**src/rtl/uart_tx_ctrl_if.sv**
```systemverilog
// uart_tx_ctrl_if
//   Bundles the byte handshake, the serializer link and the line-side status of the UART
//   transmit frame controller.
//   Signals:
//     Data_Valid  byte available on P_Data this cycle
//     P_Data      byte to send (the controller uses it for parity only)
//     PAR_EN      1 = append a parity bit
//     PAR_TYP     0 = even parity, 1 = odd parity
//     ser_data    current data bit from the serializer
//     ser_done    serializer presenting its last bit
//     ser_en      serializer shift enable
//     TX_OUT      serial line, idle high
//     Busy        frame in progress
//     Sync_Err    one-cycle pulse on a serializer/controller bit-count mismatch
//   Modports:
//     master  upstream register interface plus serializer (drives the inputs)
//     slave   the frame controller itself
interface uart_tx_ctrl_if;
  logic       Data_Valid;
  logic [7:0] P_Data;
  logic       PAR_EN;
  logic       PAR_TYP;
  logic       ser_data;
  logic       ser_done;
  logic       ser_en;
  logic       TX_OUT;
  logic       Busy;
  logic       Sync_Err;

  modport master (
    output Data_Valid, P_Data, PAR_EN, PAR_TYP, ser_data, ser_done,
    input  ser_en, TX_OUT, Busy, Sync_Err
  );

  modport slave (
    input  Data_Valid, P_Data, PAR_EN, PAR_TYP, ser_data, ser_done,
    output ser_en, TX_OUT, Busy, Sync_Err
  );
endinterface

```
**src/rtl/uart_tx_ctrl.sv**
```systemverilog
// uart_tx_ctrl
//   UART transmit frame controller. Accepts a byte via Data_Valid, then sequences the start
//   bit, eight data bits (passed straight through from the serializer), an optional parity
//   bit and a single stop bit onto TX_OUT, one bit per CLK (CLK is the baud clock).
//   A byte offered while in the stop bit starts the next frame with no idle gap; a byte
//   offered in START/DATA/PARITY is dropped.
//   Ports:
//     CLK  TX baud clock, rising edge
//     RST  asynchronous, active-high reset
//     bus  uart_tx_ctrl_if.slave (handshake, serializer link, line and status)
//   Build option:
//     UART_TX_PARITY_EN  defined -> PARITY state and parity logic present.
//                        undefined -> PAR_EN/PAR_TYP ignored, every frame is 10 cycles.
module uart_tx_ctrl (
  input logic           CLK,
  input logic           RST,
  uart_tx_ctrl_if.slave bus
);

  typedef enum logic [2:0] {
    StIdle   = 3'd0,
    StStart  = 3'd1,
    StData   = 3'd2,
`ifdef UART_TX_PARITY_EN
    StParity = 3'd3,
`endif
    StStop   = 3'd4
  } state_e;

  state_e     state_q;
  logic [2:0] bit_cnt_q;
  logic       tx_q;
  logic       busy_q;
  logic       ser_en_q;
  logic       sync_err_q;
  logic       last_bit;

  assign last_bit = (bit_cnt_q == 3'd7);

`ifdef UART_TX_PARITY_EN
  logic par_bit_q;
  logic par_en_q;
  logic new_par;

  // Parity of the byte being accepted; only sampled on the acceptance edge.
  assign new_par = bus.PAR_TYP ? ~^bus.P_Data : ^bus.P_Data;
`else
  logic unused_inputs;

  assign unused_inputs = ^{bus.P_Data, bus.PAR_EN, bus.PAR_TYP};
`endif

  // All state and the line/status outputs live in one register block; outputs are loaded
  // with the value they must hold in the state being entered.
  always_ff @(posedge CLK or posedge RST) begin
    if (RST) begin
      state_q    <= StIdle;
      bit_cnt_q  <= 3'd0;
      tx_q       <= 1'b1;
      busy_q     <= 1'b0;
      ser_en_q   <= 1'b0;
      sync_err_q <= 1'b0;
`ifdef UART_TX_PARITY_EN
      par_bit_q  <= 1'b0;
      par_en_q   <= 1'b0;
`endif
    end else begin
      sync_err_q <= 1'b0;
      case (state_q)
        // Idle and the stop bit share acceptance: a waiting byte goes straight to START.
        StIdle, StStop: begin
          ser_en_q <= 1'b0;
          if (bus.Data_Valid) begin
            state_q   <= StStart;
            tx_q      <= 1'b0;
            busy_q    <= 1'b1;
            bit_cnt_q <= 3'd0;
`ifdef UART_TX_PARITY_EN
            par_bit_q <= new_par;
            par_en_q  <= bus.PAR_EN;
`endif
          end else begin
            state_q <= StIdle;
            tx_q    <= 1'b1;
            busy_q  <= 1'b0;
          end
        end

        StStart: begin
          state_q   <= StData;
          bit_cnt_q <= 3'd0;
          ser_en_q  <= 1'b1;
          tx_q      <= 1'b1;  // unused while in DATA, line follows ser_data
        end

        StData: begin
          // The controller's own count decides frame length; ser_done is only cross-checked.
          sync_err_q <= bus.ser_done ^ last_bit;
          bit_cnt_q  <= bit_cnt_q + 3'd1;
          if (last_bit) begin
            ser_en_q <= 1'b0;
`ifdef UART_TX_PARITY_EN
            if (par_en_q) begin
              state_q <= StParity;
              tx_q    <= par_bit_q;
            end else begin
              state_q <= StStop;
              tx_q    <= 1'b1;
            end
`else
            state_q <= StStop;
            tx_q    <= 1'b1;
`endif
          end
        end

`ifdef UART_TX_PARITY_EN
        StParity: begin
          state_q <= StStop;
          tx_q    <= 1'b1;
        end
`endif

        default: begin
          state_q  <= StIdle;
          tx_q     <= 1'b1;
          busy_q   <= 1'b0;
          ser_en_q <= 1'b0;
        end
      endcase
    end
  end

  // Data bits bypass the register so the serializer's bit reaches the line the same cycle.
  assign bus.TX_OUT   = (state_q == StData) ? bus.ser_data : tx_q;
  assign bus.Busy     = busy_q;
  assign bus.ser_en   = ser_en_q;
  assign bus.Sync_Err = sync_err_q;

endmodule

```
**src/flat_wrapper.sv**
```systemverilog
// flat-port wrapper written by rule: the top's interface ports become plain ports
module uart_tx_ctrl_flat 
  (CLK, RST, bus_Data_Valid, bus_P_Data, bus_PAR_EN, bus_PAR_TYP, bus_ser_data, bus_ser_done, bus_ser_en, bus_TX_OUT, bus_Busy, bus_Sync_Err);
  uart_tx_ctrl_if bus_i ();
  input logic CLK;
  input logic RST;
  input wire logic [$bits(bus_i.Data_Valid)-1:0] bus_Data_Valid;
  input wire logic [$bits(bus_i.P_Data)-1:0] bus_P_Data;
  input wire logic [$bits(bus_i.PAR_EN)-1:0] bus_PAR_EN;
  input wire logic [$bits(bus_i.PAR_TYP)-1:0] bus_PAR_TYP;
  input wire logic [$bits(bus_i.ser_data)-1:0] bus_ser_data;
  input wire logic [$bits(bus_i.ser_done)-1:0] bus_ser_done;
  output wire logic [$bits(bus_i.ser_en)-1:0] bus_ser_en;
  output wire logic [$bits(bus_i.TX_OUT)-1:0] bus_TX_OUT;
  output wire logic [$bits(bus_i.Busy)-1:0] bus_Busy;
  output wire logic [$bits(bus_i.Sync_Err)-1:0] bus_Sync_Err;
  assign bus_i.Data_Valid = bus_Data_Valid;
  assign bus_i.P_Data = bus_P_Data;
  assign bus_i.PAR_EN = bus_PAR_EN;
  assign bus_i.PAR_TYP = bus_PAR_TYP;
  assign bus_i.ser_data = bus_ser_data;
  assign bus_i.ser_done = bus_ser_done;
  assign bus_ser_en = bus_i.ser_en;
  assign bus_TX_OUT = bus_i.TX_OUT;
  assign bus_Busy = bus_i.Busy;
  assign bus_Sync_Err = bus_i.Sync_Err;
  uart_tx_ctrl u_core (.CLK(CLK), .RST(RST), .bus(bus_i));
endmodule
```
**config.mk**
```make
export PLATFORM = sky130hd
export DESIGN_NAME = uart_tx_ctrl_flat
export DESIGN_NICKNAME = d
export VERILOG_FILES = /design/src/rtl/uart_tx_ctrl_if.sv /design/src/rtl/uart_tx_ctrl.sv /design/src/flat_wrapper.sv
export SDC_FILE = /design/constraint.sdc
export NUM_CORES = 1
export LEC_CHECK = 0
export CORE_AREA = 2 2 39 41
export CTS_CLUSTER_SIZE = 40
export DETAILED_ROUTE_END_ITERATION = 10
export DIE_AREA = 0 0 41 43
export PLACE_DENSITY = 0.67
export SLEW_MARGIN = 20
export SYNTH_ARGS = -nofsm -noshare
export SYNTH_HDL_FRONTEND = slang
export SYNTH_SLANG_ARGS = --single-unit
export TNS_END_PERCENT = 10
```
**constraint.sdc**
```tcl
create_clock -name CLK -period 4.2 [get_ports CLK]
set_clock_uncertainty 0.15 [all_clocks]
set_input_delay 0.84 -clock CLK [delete_from_list [all_inputs] [get_ports CLK]]
set_output_delay 0.84 -clock CLK [all_outputs]
set_load 0.05 [all_outputs]
```
* Word-level counts from Yosys, hierarchy flattened *
Cells that the tools add are included.

word-level totals
  register bits = 10
  word-level logic and storage cells = 33

cells by class
  add/sub/neg operators = 1
  equality and inequality tests = 6
  mux-type cells = 14
  bitwise gates (word level) = 1
  reduce and logical (&&, ||, !) cells = 5

operators with widths
  kind                   count
  $pmux W3 S3            2
  $mux W1                7
  $eq A3 B3 Y1 const B   2
  $mux W3                2
  $pmux W1 S2            3
  $reduce_or A2 Y1       2
  $add A3 B1 Y3 const B  1
  $eq A3 B1 Y1 const B   1
  $eq A3 B2 Y1 const B   1
  $logic_not A3 Y1       1
  $reduce_bool A3 Y1     1
  $ne A2 B1 Y1 const B   1
  $ne A2 B2 Y1 const B   1
  $reduce_and A2 Y1      1
  $xor A1 B1 Y1          1

* Logic depth before layout (Yosys ltp) *
Gate-level depths: netlist of the first run.

  depth in word-level cells = 4
  depth in mapped cells = 4
  depth with buffers taken out = 4

* Worst setup path before layout of the first run *
OpenSTA, ideal clock, no wires.

  kind = register to output
  start = register u_core.state_q[0]
  end = output port bus_TX_OUT
  arrival time = 1.268 ns
  data required time = 3.210 ns
  setup slack = 1.942 ns
  cell stages (with the launch flop) = 4
  buffers on the path = 0
  cells stage by stage = dfrtp_1 -> nand2b_1 -> nor2_1 -> mux2_2

between the ends
  cells in the longest elaborated chain, start to end = 2

ends and longest elaborated chain
  what                      line                 RTL
  start: declaration        uart_tx_ctrl.sv:30   state_e state_q;
  start signal: assignment  uart_tx_ctrl.sv:57   state_q <= StIdle;
  start signal: assignment  uart_tx_ctrl.sv:74   state_q <= StStart;
  start signal: assignment  uart_tx_ctrl.sv:83   state_q <= StIdle;
  $eq A3 B2 Y1              uart_tx_ctrl.sv:135  assign bus.TX_OUT = (state_q == StData) ? bus.ser_data : tx_q;
  $mux W1                   uart_tx_ctrl.sv:135
  end: declaration          flat_wrapper.sv:14   output wire logic [$bits(bus_i.TX_OUT)-1:0] bus_TX_OUT;

No other way between the ends.

* Worst setup path after layout of the first run *
Same ends and word-level chain as after synthesis.

==> flow_summary.ini, run 1 <==
[logic_synthesis]
synth-adder-area-share = 0.0546
yosysWarnings = 0
muxShareOfSynthArea = 0.0246
ys_ff_latch = 10
ys_seq_area_frac = 0.549
netlist.top_cell.by_area = dfrtp_1
synth_top_family_by_area = simple AND/OR/NAND/NOR gates
synth_top_area_share = 0.492
synth-simple-area-share = 0.199
netlist_area_um2 = 458
synth-async-reset-ratio = 1.00
yosysMostFrequentCell = dfrtp_1
synth-xor-area-share = 0.0191
syn_avg_cell_area_um2 = 11.4
yosys.cell_types.count = 26
synth_edf_count = 0
synth_nets = 57
synthFlopType = dfrtp_1
synth_compound_area_frac = 0.128
postSynthCellCount = 40
synthTopCellsByArea = dfrtp_1, dfstp_2, ha_1

[clocking]
tritoncts = done
cts_root_buf = clkbuf_4
cts-buffers-inserted = 3
clk_pin_slew_ps = 70
cts_resized = 0
cts_hold_buf = 0
post-cts-setup-buffers = 0
clock_path_buffers = 2
clk_latency_ps = 270
cts_max_level = 1
clock_sinks = 10

[sta]
maxSlewViolCount = 0
worst_pin_slew_ps = 493
worst_slack_ps = 952
whs_ps = 360
post-route-min-period_ps = 3250
fin_crit_sh = 0.773
hold_violations = 0
setup_viol = 0
fin_setup_tns_ps = 0
grt_setup_unrepaired = false
fmax_mhz = 308
slew_headroom = 0.670

[grt]
grt_pass1_wl_um = 1220
grt_pass1_vias = 283
grt_use_total = 0.117
antenna_found_initial = 0
grt-ovfl-total = 0
grt_max_degree = 11

[cells_and_area]
stdcell_area_um2 = 591
multi_input_area_um2 = 195
regArea_um2 = 251
nets = 69
fillers = 141
area_delta_synth_final_pct = 29.0
antenna_cells = 0
finish.utilization = 0.427
drive_gt1_frac = 0.176

[hold_path]
hold_path_class = reg2reg

[placed_design]
place_area_um2 = 554
dp_hpwl_um = 540
pre_cts_ws_ps = 1000
port_buffers = 8
gp_congestion = 0.689

[run_status]
status = complete, no violations

[worst_setup_path]
cp-start-kind = flop
endpoint_kind = primary output
worstSetupPathType = reg2out
required_ps = 3210
path_max_fanout = 7
worstPathArrival_ps = 2260

[power_and_ir_drop]
vdd_drop_max_mv = 0.344
p_leak_nw = 0.280
power_density_nw_per_um2 = 745

[detailed_routing]
totalWireLength_um = 802
dr.first_iter.drc_count = 4
vias_per_cell = 4.87
num_vias = 326
ant_nets = 0
first_pass_iters = 4
drc = 0
wire_per_inst_um = 12.0

[die]
die_y_um = 43
num_rows = 14
die_w_um = 41
ioPinCount = 19
die_area_um2 = 1760
core_um2 = 1380
initial_utilization = 0.331

[run]
drv_cap = 0
final timing paths:
check                                           startpoint                         endpoint  slack (ps)  cells past startpoint
max                          u_core.state_q[0]$_DFFE_PP0P_                       bus_TX_OUT         950                      4
min                        u_core.bit_cnt_q[1]$_DFFE_PP0P_  u_core.bit_cnt_q[1]$_DFFE_PP0P_         360                      1
max reg2reg                u_core.bit_cnt_q[0]$_DFFE_PP0P_    u_core.bus.ser_en$_DFFE_PP0P_        2590                      4
min reg2reg                u_core.bit_cnt_q[1]$_DFFE_PP0P_  u_core.bit_cnt_q[1]$_DFFE_PP0P_         360                      1
max in group asynchronous                              RST          u_core.tx_q$_DFFE_PP1P_        2880                      2
min in group asynchronous                              RST    u_core.state_q[2]$_DFFE_PP0P_         700                      2
per-layer routing:
layer | share of wire | wire length (µm) | vias up | global-route usage
li1 | - | - | 162 | -
met1 | 0.46 | 365 | 151 | 0.121
met2 | 0.43 | 346 | 9 | 0.153
met3 | 0.079 | 63 | 4 | 0.0785
met4 | 0.034 | 27 | 0 | 0.100
met5 | 0 | 0 | - | 0
critical path: stages, from the launching register on:
cell and delay [ps]:
dfrtp_1 430, nand2b_1 250, nor2_1 260, mux2_2 360, clkdlybuf4s50_1 700
cell families (layout without fill, tap and decap cells):
| kind of cell | count (synthesis) | count (layout) |
|---|---|---|
| simple gates | 15 | 15 |
| flops | 10 | 10 |
| compound gates | 8 | 8 |
| buf+inv | 3 | 14 |
| fa+ha+maj | 2 | 2 |
| xor+xnor | 1 | 1 |
| mux | 1 | 1 |
placed cells by master (no fill, tap or decap), types with 2 or more instances in the layout:
cell type	netlist	final
nor2_1	2	2
nand2_1	2	2
clkbuf_4	0	3
ha_1	2	2
inv_1	2	2
dfrtp_1	9	9
nor3_1	2	2
clkdlybuf4s50_1	0	8
a22o_1	2	2
registers in the layout, indices dropped and copies added, names as in the netlist:
register and count:
u_core.bit_cnt_q 3, u_core.state_q 3, u_core.bus.Busy 1, u_core.bus.Sync_Err 1, u_core.bus.ser_en 1, u_core.tx_q 1
stage by stage:
| step | std cells | total power, mW |
|---|---|---|
| 2_1_floorplan | 40 | 0.301 |
| 3_3_place_gp | 63 | 0.354 |
| 3_5_place_dp | 63 | 0.356 |
| 4_1_cts | 67 | 0.445 |
| 5_1_grt | 67 | 0.467 |
| 6_report | 67 | 0.440 |
area by class of cell:
class,instances,share of cell area
well taps,16,0.0339
clock buffers,4,0.0614
flip-flops and latches,10,0.426
multi-input cells,27,0.331
inverters,2,0.0127
repair buffers,8,0.136
report_power, final:
| group | switching (mW) | internal (mW) |
|---|---|---|
| sequential | 0.0245 | 0.134 |
| combinational | 0.113 | 0.0834 |
| clock | 0.0330 | 0.0526 |
| total | 0.170 | 0.270 |
Power figures use the tool's default switching activity.
==> run 2: changes to the inputs <==
==> constraint.sdc (replaced) <==
create_clock -name CLK -period 3 [get_ports CLK]
set_clock_uncertainty 0.15 [all_clocks]
set_input_delay 0.6 -clock CLK [delete_from_list [all_inputs] [get_ports CLK]]
set_output_delay 0.6 -clock CLK [all_outputs]
set_load 0.05 [all_outputs]
==> run 2 against run 1 <==
  * Cell count did not move
  * Clock power rose by 42%
  * Sequential share of layout area up 0.18 points
  * Routed wire length is 5.4% higher
  * Sequential power grew 41%
  * Via count fell by 3.1%
  * Sequential cell count is the same
  * Largest power group unchanged
==> flow_summary.ini, run 2 (synthesized netlist as in run 1, its figures left out) <==
[run_status]
status = complete, no violations

[sta]
worst_pin_slew_ps = 489
grt_setup_unrepaired = false
fmax_mhz = 402
slew_headroom = 0.673
fin_crit_sh = 0.830
whs_ps = 359
setup_viol = 0
post-route-min-period_ps = 2490
fin_setup_tns_ps = 0
hold_violations = 0
maxSlewViolCount = 0

[clocking]
cts_root_buf = clkbuf_4
cts_resized = 0
post-cts-setup-buffers = 0
cts_max_level = 1
cts_hold_buf = 0
clk_pin_slew_ps = 70
clk_latency_ps = 270
cts-buffers-inserted = 3
clock_sinks = 10
clock_path_buffers = 2
tritoncts = done

[detailed_routing]
drc = 0
vias_per_cell = 4.72
dr.first_iter.drc_count = 7
wire_per_inst_um = 12.6
first_pass_iters = 4
num_vias = 316
totalWireLength_um = 845
ant_nets = 0

[grt]
grt_max_degree = 11
grt-ovfl-total = 0
antenna_found_initial = 0
grt_pass1_wl_um = 1350
grt_pass1_vias = 310
grt_use_total = 0.120

[power_and_ir_drop]
p_leak_nw = 0.280
power_density_nw_per_um2 = 1050
vdd_drop_max_mv = 0.442

[cells_and_area]
drive_gt1_frac = 0.196
multi_input_area_um2 = 195
fillers = 142
layout_commonest_cell = dfrtp_1
area_delta_synth_final_pct = 28.4
reg_top3 = u_core.bit_cnt_q: 3 flops, u_core.state_q: 3 flops
antenna_cells = 0
finish.utilization = 0.425
mostFrequentLayoutCells = dfrtp_1, clkdlybuf4s50_1, clkbuf_4
nets = 69
regArea_um2 = 251

[hold_path]
hold_path_depth = 1
whs_endpoint = u_core.bit_cnt_q[1]$_DFFE_PP0P_
hold_path_class = reg2reg
holdCritStartpoint = u_core.bit_cnt_q[1]$_DFFE_PP0P_

[worst_setup_path]
endpoint_kind = primary output
crit_start = u_core.state_q[0]$_DFFE_PP0P_
path_max_fanout = 7
worstPathArrival_ps = 1740
worstSetupPathType = reg2out
r2r_cells = 4
required_ps = 2250
cp-start-kind = flop
r2r_end = u_core.bus.ser_en$_DFFE_PP0P_
r2r_start = u_core.bit_cnt_q[0]$_DFFE_PP0P_
rrSetupSlack_ps = 1380

[die]
initial_utilization = 0.331
num_rows = 14
die_area_um2 = 1760
die_y_um = 43
die_w_um = 41
core_um2 = 1380
ioPinCount = 19

[placed_design]
dp_hpwl_um = 560
gp_congestion = 0.701
port_buffers = 8

[run]
drv_cap = 0
-- run 2: final cells by class --
cell class	count	area share
Multi-Input combinational cell	27	0.332
Clock buffer	4	0.0617
Timing Repair Buffer	8	0.132
Inverter	2	0.0128
Sequential cell	10	0.428
Tap cell	16	0.0340
-- run 2: worst max-delay path, cell delays in order (launching register included) --
cell and delay, ps:
dfrtp_1 420, nand2b_1 240, nor2_1 260, mux2_2 370
buf_4 190
-- run 2: where the power goes --
part | internal [mW] | switching [mW]
Combinational | 0.114 | 0.158
Sequential | 0.187 | 0.0348
Clock | 0.0738 | 0.0486
Total | 0.375 | 0.242
-- run 2: metrics by stage --
step	setup slack, ps	power, mW	instance area, µm²	std cells
2_1_floorplan	982	0.422	458	40
3_3_place_gp	796	0.492	552	63
3_5_place_dp	791	0.498	552	63
4_1_cts	483	0.624	588	67
5_1_grt	399	0.659	588	67
6_report	510	0.617	588	67
-- run 2: metal layers --
layer	up-vias	global-route usage	wire, µm
met5	-	0	0
li1	162	-	-
met2	11	0.156	345
met3	0	0.0942	75
met1	143	0.146	424
met4	0	0.0400	0
-- run 2: worst max path at each step --
stage / endpoint / slack (ps) / cells after the start
after floorplan: bus_TX_OUT / 980 / 3
after global placement: bus_TX_OUT / 800 / 4
after detailed placement: bus_TX_OUT / 790 / 4
after CTS: bus_TX_OUT / 480 / 4
after global routing: bus_TX_OUT / 400 / 4
final: bus_TX_OUT / 510 / 4
